## config.mk

```make
export PLATFORM = sky130hd
export DESIGN_NAME = exec_sequencer_flat
export DESIGN_NICKNAME = d
export VERILOG_FILES = /design/src/rtl/exec_sequencer_if.sv /design/src/rtl/exec_sequencer.sv /design/src/flat_wrapper.sv
export SDC_FILE = /design/constraint.sdc
export NUM_CORES = 1
export LEC_CHECK = 0
export CORE_UTILIZATION = 40
export DETAILED_ROUTE_END_ITERATION = 16
export HOLD_SLACK_MARGIN = 0.1
export PLACE_DENSITY = 0.7
export REMOVE_ABC_BUFFERS = 1
export SLEW_MARGIN = 25
export SYNTH_ARGS = -nofsm -noshare
export SYNTH_HDL_FRONTEND = slang
export SYNTH_SLANG_ARGS = --single-unit
```

## constraint.sdc

```tcl
create_clock -name clk -period 1.95 [get_ports clk]
set_input_delay 0.39 -clock clk [delete_from_list [all_inputs] [get_ports clk]]
set_output_delay 0.39 -clock clk [all_outputs]
set_load 0.005 [all_outputs]
```

## src/rtl/exec_sequencer_if.sv

```systemverilog
// Instruction handshake between a requester and the exec_sequencer.
// The requester drives valid/instr; the sequencer answers with ready.
interface exec_sequencer_if;
    logic        instr_valid;
    logic [15:0] instr;
    logic        instr_ready;

    modport master (output instr_valid, output instr, input  instr_ready);
    modport slave  (input  instr_valid, input  instr, output instr_ready);
endinterface

```

## src/rtl/exec_sequencer.sv

```systemverilog
// Five-state instruction sequencer: fetch into IR, decode, optional stalled
// execute, single-cycle write-back strobes, terminal HALT.
module exec_sequencer (
    input  logic                   clk,
    input  logic                   reset,
    exec_sequencer_if.slave        bus,
    input  logic                   stall,
    output logic [2:0]             sel_a,
    output logic [2:0]             sel_b,
    output logic [2:0]             sel_d,
    output logic [2:0]             alu_op,
    output logic                   reg_write,
    output logic                   flag_write,
    output logic                   halted,
    output logic                   illegal,
    output logic [7:0]             instr_count
);

    typedef enum logic [2:0] {IDLE, DECODE, EXEC, WB, HALT} state_t;

    localparam logic [3:0] OP_NOP  = 4'h0;
    localparam logic [3:0] OP_ALU  = 4'h1;
    localparam logic [3:0] OP_CMP  = 4'h2;
    localparam logic [3:0] OP_HALT = 4'hF;

    state_t      state;
    logic [15:0] ir;
    logic [3:0]  opcode;

    assign opcode = ir[15:12];

    // NOTE: all state and outputs use non-blocking assignments in one
    // always_ff, so every output is a flop and no latch can be inferred.
    always_ff @(posedge clk) begin
        if (!reset) begin
            // NOTE: the reset branch clears every register, IR included, so a
            // half-finished instruction leaves no trace after reset.
            state           <= IDLE;
            ir              <= '0;
            sel_a           <= '0;
            sel_b           <= '0;
            sel_d           <= '0;
            alu_op          <= '0;
            reg_write       <= 1'b0;
            flag_write      <= 1'b0;
            halted          <= 1'b0;
            illegal         <= 1'b0;
            instr_count     <= '0;
            bus.instr_ready <= 1'b0;
        end else begin
            reg_write  <= 1'b0;
            flag_write <= 1'b0;
            case (state)
                IDLE: begin
                    if (bus.instr_valid && bus.instr_ready) begin
                        // Selects load straight from the bus so they match IR in DECODE.
                        ir              <= bus.instr;
                        sel_d           <= bus.instr[11:9];
                        sel_a           <= bus.instr[8:6];
                        sel_b           <= bus.instr[5:3];
                        alu_op          <= bus.instr[2:0];
                        bus.instr_ready <= 1'b0;
                        state           <= DECODE;
                    end else begin
                        bus.instr_ready <= 1'b1;
                    end
                end
                DECODE: begin
                    case (opcode)
                        OP_NOP:         state <= WB;
                        OP_ALU, OP_CMP: state <= EXEC;
                        OP_HALT: begin
                            state  <= HALT;
                            halted <= 1'b1;
                        end
                        default: begin
                            illegal <= 1'b1;
                            state   <= WB;
                        end
                    endcase
                end
                EXEC: begin
                    if (!stall) begin
                        state      <= WB;
                        reg_write  <= (opcode == OP_ALU);
                        flag_write <= (opcode == OP_ALU) || (opcode == OP_CMP);
                    end
                end
                WB: begin
                    instr_count     <= instr_count + 8'd1;
                    bus.instr_ready <= 1'b1;
                    state           <= IDLE;
                end
                HALT: state <= HALT;
                default: state <= IDLE;
            endcase
        end
    end

endmodule
```

## src/flat_wrapper.sv

```systemverilog
// flat-port wrapper written by rule: the top's interface ports become plain ports
module exec_sequencer_flat 
  (clk, reset, stall, sel_a, sel_b, sel_d, alu_op, reg_write, flag_write, halted, illegal, instr_count, bus_instr_valid, bus_instr, bus_instr_ready);
  exec_sequencer_if bus_i ();
  input  logic clk;
  input  logic reset;
  input  logic stall;
  output logic [2:0] sel_a;
  output logic [2:0] sel_b;
  output logic [2:0] sel_d;
  output logic [2:0] alu_op;
  output logic reg_write;
  output logic flag_write;
  output logic halted;
  output logic illegal;
  output logic [7:0] instr_count;
  input wire logic [$bits(bus_i.instr_valid)-1:0] bus_instr_valid;
  input wire logic [$bits(bus_i.instr)-1:0] bus_instr;
  output wire logic [$bits(bus_i.instr_ready)-1:0] bus_instr_ready;
  assign bus_i.instr_valid = bus_instr_valid;
  assign bus_i.instr = bus_instr;
  assign bus_instr_ready = bus_i.instr_ready;
  exec_sequencer u_core (.clk(clk), .reset(reset), .bus(bus_i), .stall(stall), .sel_a(sel_a), .sel_b(sel_b), .sel_d(sel_d), .alu_op(alu_op), .reg_write(reg_write), .flag_write(flag_write), .halted(halted), .illegal(illegal), .instr_count(instr_count));
endmodule
```

==> results of run 1 <==
-- placed cells by master, fill, tap and decap left out --
master and instances:
or2_2 1, ha_1 1, mux2_2 1, clkinv_2 1, o21ai_0 19, inv_1 3
o31ai_1 2, nor4b_1 3, and4_1 1, nand2b_1 4, nand2_1 6, o221a_2 1
or4_1 2, xnor2_1 1, or3_1 3, nand3_1 19, nand3b_1 1, clkdlybuf4s50_1 44
and3_1 1, nor2_1 3, o21a_1 3, a21oi_1 23, mux2i_1 2, a211oi_1 2
dfxtp_1 32, nor3_1 1, nor2_2 1, nor2b_1 1, buf_4 3, clkbuf_1 1
nand3b_4 1, nand4b_1 1, nand4_1 1, xor2_1 2, clkbuf_8 5, nor4_1 4
and3b_1 1
-- synthesized netlist by cell type, types with 2 or more instances --
library cell,number
dfxtp_1,32
a21oi_1,23
nand3_1,19
o21ai_0,19
buf_4,13
clkbuf_1,6
nand2_1,6
nand2b_1,4
nor2_1,4
nor4_1,4
buf_2,3
inv_1,3
nor4b_1,3
o21a_1,3
or3_1,3
a211oi_1,2
buf_6,2
mux2i_1,2
o31ai_1,2
or4_1,2
xor2_1,2
-- power by group through the flow --
stage	Clock, mW	Combinational, mW	Sequential [mW]
CTS	0.488	0.345	0.760
global placement	0	0.334	0.770
detailed placement	0	0.342	0.774
floorplan	0	0.177	0.765
finish	0.471	0.344	0.762
global route	0.524	0.382	0.770
-- per-stage QoR --
| step | instance area [sq um] | hold slack, ns |
|---|---|---|
| 2_1_floorplan | 1323 | 0.4591 |
| 4_1_cts | 1921 | 0.4656 |
| 3_5_place_dp | 1843 | 0.4519 |
| 3_3_place_gp | 1843 | 0.4507 |
| 6_report | 1923 | 0.4623 |
| 5_1_grt | 1923 | 0.4834 |
-- metal layers --
metal	global-route usage, %	vias to the layer above	part of all wire [%]
met5	0	-	0
met3	6.022	4	5.5
met4	6.977	0	1.3
met1	20.56	626	44
li1	-	659	-
met2	31.05	39	49
-- kinds of logic after synthesis --
group	share of synthesized area (%)
adder cells (fa/ha/maj)	0.8430
XOR/XNOR	1.771
AO/OA/AOI/OAI	18.46
AND/OR/NAND/NOR	22.01
buffers and inverters	11.63
flip-flops	43.17
multiplexers	2.108
-- sequential cells by signal, indices dropped and copies added, names as in the netlist --
name	cells
u_core.flag_write	1
u_core.bus.instr_ready	1
u_core.instr_count	8
u_core.ir	12
u_core.illegal	1
u_core.alu_op	2
u_core.halted	1
u_core.sel_d	2
u_core.reg_write	1
u_core.state	3
-- worst max-delay path by stage --
stage | from | to | slack, ns | cells after the start
4_1_cts | u_core.state[1] | u_core.ir[4] | 0.24 | 3
5_1_grt | u_core.instr_count[3] | instr_count[3] | 0.26 | 1
6_report | u_core.bus.instr_ready | bus_instr_ready | 0.33 | 1
2_1_floorplan | u_core.state[2] | u_core.bus.instr_ready | 0.55 | 3
3_5_place_dp | u_core.state[1] | u_core.ir[4] | 0.26 | 3
3_3_place_gp | bus_instr_valid | u_core.bus.instr_ready | 0.32 | 4
-- cell type report --
| type | count | area (sq um) | share of cell area, % |
|---|---|---|---|
| sequential | 32 | 640.6 | 33.31 |
| clock buffer | 6 | 72.57 | 3.774 |
| timing repair buffer | 47 | 462.9 | 24.07 |
| inverter | 3 | 11.26 | 0.5856 |
| clock inverter | 1 | 5.005 | 0.2602 |
| multi-input combinational | 112 | 673.1 | 35.00 |
| tap | 46 | 57.56 | 2.993 |
==> results.ini, run 1 <==
[outcome]
status=finished, final reports clean

[yosys]
syn-cell-area_sq_um=1484
async_flop_share_pct=0
netlist.area_leader.share_pct=43.17
avgSynthCellArea_sq_um=8.627
yosysTopAreaCell=dfxtp_1
syn_inst=172
synth_edf_count=0
yosysUniqueCellTypes=36
synth_flop_cell=dfxtp_1
ys_ff_latch=32
yosys_warnings=0
synth_area_leaders=dfxtp_1 43%, a21oi_1 7.8%, buf_4 6.6%
ys_seq_area_share_pct=43.17

[global_route]
grt_first_pass_wirelength_um=5678
grt_max_degree=25
grt_pass1_vias=1293
grt.overflow.total=0
grt.total_usage_pct=18.13
antenna_found_initial=0

[setup_path]
slowest_delay_ns=0.54
cp.required_ns=1.56
worstPathArrival_ns=1.23
crit_fanout=6
cpLargestDelayFamily=buffers and inverters
start_kind=flop
rrSetupSlack_ns=0.40
rr_worst_depth=3
r2r-start=u_core.state[1]
cp_num_buf_inv=1
critical_path_class=flop to output port
reg2reg_to=u_core.instr_count[6]
cp_cell_sequence=clkdlybuf4s50_1
crit_path_end_kind=output port
slowest_stage=clkdlybuf4s50_1

[hold_path]
hold_start=u_core.illegal
worstHoldEndpoint=u_core.illegal
hp-class=flop to flop
hold_depth=1

[detailed_routing]
drt-pass1-iter-count=4
via_per_inst=5.377
num_vias=1328
drt_wl_total_um=3340
post_drt_wl_per_cell_um=13.52
drcViolationCount=0
drt_iter0_markers=64
ant_nets=0

[timing]
slew_viol_final=0
maxSlewHeadroom_pct=51.74
finalSetupViolCount=0
setup_tns_ns=0
worst_slack_ns=0.3332
hold_viol=0
clock_skew_ns=0.006966
max_freq_ghz=0.6185
worst_pin_slew_ns=0.7232
rsz0062_at_grt=no
period_share_pct=82.91
period_needed_ns=1.617

[floorplan]
io-pin-count=45
die_w_um=62.91
die_h_um=62.91
rows=21
core_area_sq_um=3442
dieArea_sq_um=3958
start_util_pct=43.11

[power]
p_sw_share_pct=29.63
combPwrFrac_pct=21.8
powerDensity_nw_per_um2=820.1
power.share.clock_pct=29.9
intPower_mw=1.110
p_seq_share_pct=48.3
power.switching_uw=467.3
ir_drop_mv=0.4764
power.leakage_nw=0.6650
total_power_mw=1.577

[cts]
clockRootBuffer=clkbuf_8
cts_hold_repair.buffers=0
clock-sinks=32
cts_buffer_depth=2
htree_levels=2
cts_setup_buffers=0
cts.clk_slew.worst_paths_ns=0.06
cts_tree=yes
numCtsBuffers=5
clock_insertion_delay_worst_skew_ns=0.28
cts_resized=0

[final_layout]
num-fill-cells=325
stdcell_count=247
finalNetCount=222
postLayoutCoreUtil_pct=55.87
post_route_cells_drive_above_1_share_pct=6.965
n_antenna_cell=0
area_growth_syn_to_layout_pct=29.59

[run]
maxCapViolCount=0

[place]
gp_congestion=0.8814
port_buffers=44
dp_hpwl_um=2267
pre_cts_ws_ns=0.2646
placed_cells=240

Power figures use the tool's default switching activity.
==> inputs of run 2 (changes only) <==
Clock period 1.95 ns to 1.7 ns, I/O delays scaled along.
==> results.ini, run 2 (same netlist as run 1, synthesis figures left out) <==
[outcome]
status=finished, final reports clean

[final_layout]
postLayoutCoreUtil_pct=56.20
post_route_cells_drive_above_1_share_pct=7.000
layout_common_cells=44 x clkdlybuf4s50_1, 32 x dfxtp_1, 23 x a21oi_1
num-fill-cells=339
finalNetCount=223
largest_reg_flops=12
largestRegisters=u_core.ir: 12 flops, u_core.instr_count: 8 flops, u_core.state: 3 flops
final_common_cell=clkdlybuf4s50_1
area_growth_syn_to_layout_pct=30.35
n_antenna_cell=0
top_register=u_core.ir
fin_area_sq_um=1934

[timing]
clock_skew_ns=0.002461
hold_slack_ns=0.4673
setup_tns_ns=0
max_freq_ghz=0.6341
finalSetupViolCount=0
period_needed_ns=1.577
worst_pin_slew_ns=0.6735
maxSlewHeadroom_pct=55.05
worst_slack_ns=0.1230
rsz0062_at_grt=no
slew_viol_final=0
hold_viol=0
period_share_pct=92.77

[place]
gp_congestion=0.8316
port_buffers=44
dp_hpwl_um=2365
pre_cts_ws_ns=0.006447
place_area_sq_um=1863

[setup_path]
crit_path_end_kind=output port
worstPathArrival_ns=1.24
cpLargestDelayFamily=buffers and inverters
slowest_stage=clkdlybuf4s50_1
r2r-start=u_core.state[0]
slowest_delay_ns=0.54
critPathLaunch=u_core.bus.instr_ready
critical_path_class=flop to output port
worst-path-stages=1
start_kind=flop
cp.required_ns=1.36
crit_fanout=6
cp_num_buf_inv=1
rr_worst_depth=3
cp_cell_sequence=clkdlybuf4s50_1

[floorplan]
die_h_um=62.91
rows=21
io-pin-count=45
start_util_pct=43.11
die_w_um=62.91
dieArea_sq_um=3958
core_area_sq_um=3442

[cts]
cts.clk_slew.worst_paths_ns=0.06
htree_levels=2
cts_setup_buffers=0
clock-sinks=32
clockRootBuffer=clkbuf_8
numCtsBuffers=5
cts_resized=1
cts_hold_repair.buffers=0
clock_insertion_delay_worst_skew_ns=0.28
cts_buffer_depth=2
cts_tree=yes

[detailed_routing]
top_layer=met4
drt_iter0_markers=84
drt_wl_total_um=3350
num_vias=1337
drcViolationCount=0
wl_met1_um=1476
ant_nets=0
wl_met2_um=1599
via_per_inst=5.435
drt-pass1-iter-count=4
post_drt_wl_per_cell_um=13.62
wl_met3_um=219

[global_route]
grt_first_pass_wirelength_um=5713
grt_pass1_vias=1280
grt.overflow.total=0
antenna_found_initial=0
grt.total_usage_pct=18.53
grt_max_degree=25

[hold_path]
hold_start=u_core.halted
hold_depth=1
hp-class=flop to flop

[power]
ir_drop_mv=0.5677
power.leakage_nw=0.6685
powerDensity_nw_per_um2=930.3

[run]
maxCapViolCount=0

run 2: path summary, 6_finish.rpt:
path	endpoint	slack (ns)
setup reg to reg	u_core.instr_count[5]	0.21
hold reg to reg	u_core.halted	0.47
setup / recovery	bus_instr_ready	0.12
hold / removal	u_core.halted	0.47
run 2: routing by layer:
metal  global-route usage (%)  vias up
met3                    7.117        5
met5                        0        -
met2                    31.32       39
met1                    20.49      630
met4                    7.849        0
li1                         -      663
run 2: power by group:
group	leakage, nW	internal (mW)	switching [mW]	total [mW]
logic	0.373	0.205	0.218	0.424
registers	0.260	0.805	0.0621	0.867
clock network	0.0359	0.263	0.246	0.509
total	0.669	1.27	0.526	1.80
run 2: area by class of cell:
type                    instances  area [sq um]  area share [%]
inverters                       3         11.26          0.5821
repair buffers                 48         483.0           24.97
clock buffers                   5         68.82           3.558
flip-flops and latches         32         640.6           33.12
well taps                      46         57.56           2.975
multi-input cells             112         673.1           34.80
run 2: stage by stage:
step                std cells  power, mW
floorplan                 147      1.081
global placement          241      1.284
detailed placement        241      1.303
CTS                       246      1.818
global route              246      1.911
finish                    246      1.799
==> variant, RTL diff (flow settings as in run 2) <==
Reset style: asynchronous (`reset`), changed in one clocked block.
--- a/src/rtl/exec_sequencer.sv
+++ b/src/rtl/exec_sequencer.sv
@@ -32,5 +32,5 @@
     // NOTE: all state and outputs use non-blocking assignments in one
     // always_ff, so every output is a flop and no latch can be inferred.
-    always_ff @(posedge clk) begin
+    always_ff @(posedge clk or negedge reset) begin
         if (!reset) begin
             // NOTE: the reset branch clears every register, IR included, so a
Function: differs if reset is asserted again (counterexample within 4 cycles, from zero or initial values and one cycle with reset low); with reset held inactive, the same outputs for 10 cycles.
==> variant against run 2 <==
Synthesized cell count shrank 30%; register-to-register slack gained 0.08 ns; non-clock buffer count grew 2; worst setup slack lost 0.029 ns; worst hold slack lost 0.019 ns; critical path depth is the same; design area grew 5.0%; routed wire length shrank 15%; sequential share of layout area grew 6.3 points; area after synthesis shrank 0.42%; global-route usage shrank 1.4 points; sequential cell count is the same.
Power is not compared: it rests on default switching activity, and its combinational part moved more than twofold at a synthesized area within 25%.
==> variant: results (changes against run 2) <==
Largest stage delay on the critical path - 0.53 ns
Arrival time of the worst setup path - 1.27 ns (+0.03 ns)
First-pass GRT wire length - 4995 um (-13%)
Reg-to-reg endpoint - u_core.ir[4]$_DFFE_PN0P_
Worst setup margin - 0.09376 ns (-0.02920 ns)
Fill count - 308 (-9.1%)
Clock buffer depth - 2 (unchanged)
Top_reg_cell synth - dfrtp_1
Worst R2R Path Depth - 3 (unchanged)
Hpwl dp - 2073 um (-12%)
Num CTS Buffers - 5 (unchanged)
Net Sw Frac - 0.2936
Status - complete, no violations
Post-synthesis compound-gate area fraction - 0.04826 (-0.1364)
DR WL/cell - 13.65 um (+0.24%)
Max Clock Skew - 0.003741 ns (+0.001281 ns)
Slew @ Worst Pin - 0.4277 ns (-0.2458 ns)
Worst setup path end - bus_instr_ready
Synth warn - 0 (unchanged)
# diodes - 0 (unchanged)
Layout cells sized above 1 - 0.2025 (+0.1325)
I/O Buffers - 44 (unchanged)
Worst R2R Setup Slack - 0.29 ns (+0.08 ns)
1st-pass router iterations - 4 (unchanged)
Most frequent cells after synthesis - dfrtp_1 (32), mux2_2 (16), buf_4 (12)
Worst skew pair latency - 0.28 ns (about the same)
First DRT Iteration DRCs - 25 (-70%)
Vias in the first global route - 1079 (-16%)
Largest regs - u_core.ir (16), u_core.instr_count (8), u_core.state (3)
Initial antenna violation count - 0 (unchanged)
Htree depth - 2 (unchanged)
Root Buffer - clkbuf_8
Post-CTS Setup Repair Bufs - 0 (unchanged)
RePlAce Congestion - 0.7843 (-5.7%)
Synth Area in Adders - 0.008467 (+0.00003570)
Sequential area share after synthesis - 0.5419 (+0.1102)
GRT Resource Usage Total - 0.1710 (-0.01432)
Pin count of the biggest net entering global routing - 33 (+32%)
Cts repair resizes - 0 (-1)
Mux share of post-synthesis cell area - 0.1219 (+0.1009)
Maximum vdd drop - 0.8230 mV
Via/cell ratio - 4.976 (-8.4%)
Reg2Reg Launch Point - u_core.state[1]$_DFFE_PN0P_
Leakage - 0.8640 nW
Critical path origin - u_core.bus.instr_ready$_DFFE_PN0P_
Hold/Removal Path Class - in2async
Grt ovf - 0 (unchanged)
Post-synthesis cell type count - 33 (-8.3%)
XOR/XNOR Fraction of Synth Area - 0.04742 (+0.02971)
CP max stage cell - clkdlybuf4s50_1
Main area contributors after synthesis - dfrtp_1 (54%), mux2_2 (12%), buf_4 (6.1%)
Pre-CTS WS - -0.1217 ns (-0.1282 ns)
Ys async rst share - 1.000 (+1.000)
Critical path peak fanout - 6 (unchanged)
Fin nets - 183 (-18%)
CTS clk-pin slew, worst paths - 0.06 ns (about the same)
Fin Hold WS - 0.4482 ns (-0.01910 ns)
Cell family with most CP delay - buffers and inverters
[variant: cell count changes after synthesis, sizes merged, moves of 4 or more]
cell / delta
nand3: -18
o21ai: -18
a21oi: -21
dfxtp: -32
mux2: +15
buf: -4
dfrtp: +32
clkbuf: -5
[variant: power by group through the flow]
stage / clock (mW) / sequential, mW / combinational (mW)
after detailed placement: 0 / 1.33 / 1.33
after CTS: 0.809 / 1.32 / 1.34
after global routing: 0.844 / 1.36 / 1.46
final: 0.790 / 1.32 / 1.32
after floorplan: 0 / 1.34 / 0.601
after global placement: 0 / 1.30 / 1.30
[variant: kinds of logic (layout without fill, tap and decap cells)]
family | Yosys count | after routing
multiplexers | 16 | 16
XOR/XNOR | 8 | 8
AND/OR/NAND/NOR | 38 | 38
AO/OA/AOI/OAI | 10 | 10
buffers and inverters | 16 | 58
adder cells (fa/ha/maj) | 1 | 1
flip-flops | 32 | 32
[variant: layout make-up]
cell class / instances / area share
flip-flops and latches: 32 / 0.3943
multi-input cells: 73 / 0.2760
repair buffers: 50 / 0.2391
clock buffers: 7 / 0.04744
well taps: 46 / 0.02834
clock inverters: 1 / 0.01479
[variant: routing by layer]
layer,up-vias,part of all wire,track usage
li1,493,-,-
met1,508,0.42,0.1979
met2,35,0.51,0.2772
met3,4,0.045,0.05657
met4,0,0.025,0.09593
met5,-,0,0
[variant: through the flow]
stage	cell area, sq um	instances
2_1_floorplan	1361	105
3_3_place_gp	1904	201
3_5_place_dp	1904	201
4_1_cts	2031	209
5_1_grt	2031	209
6_report	2031	209
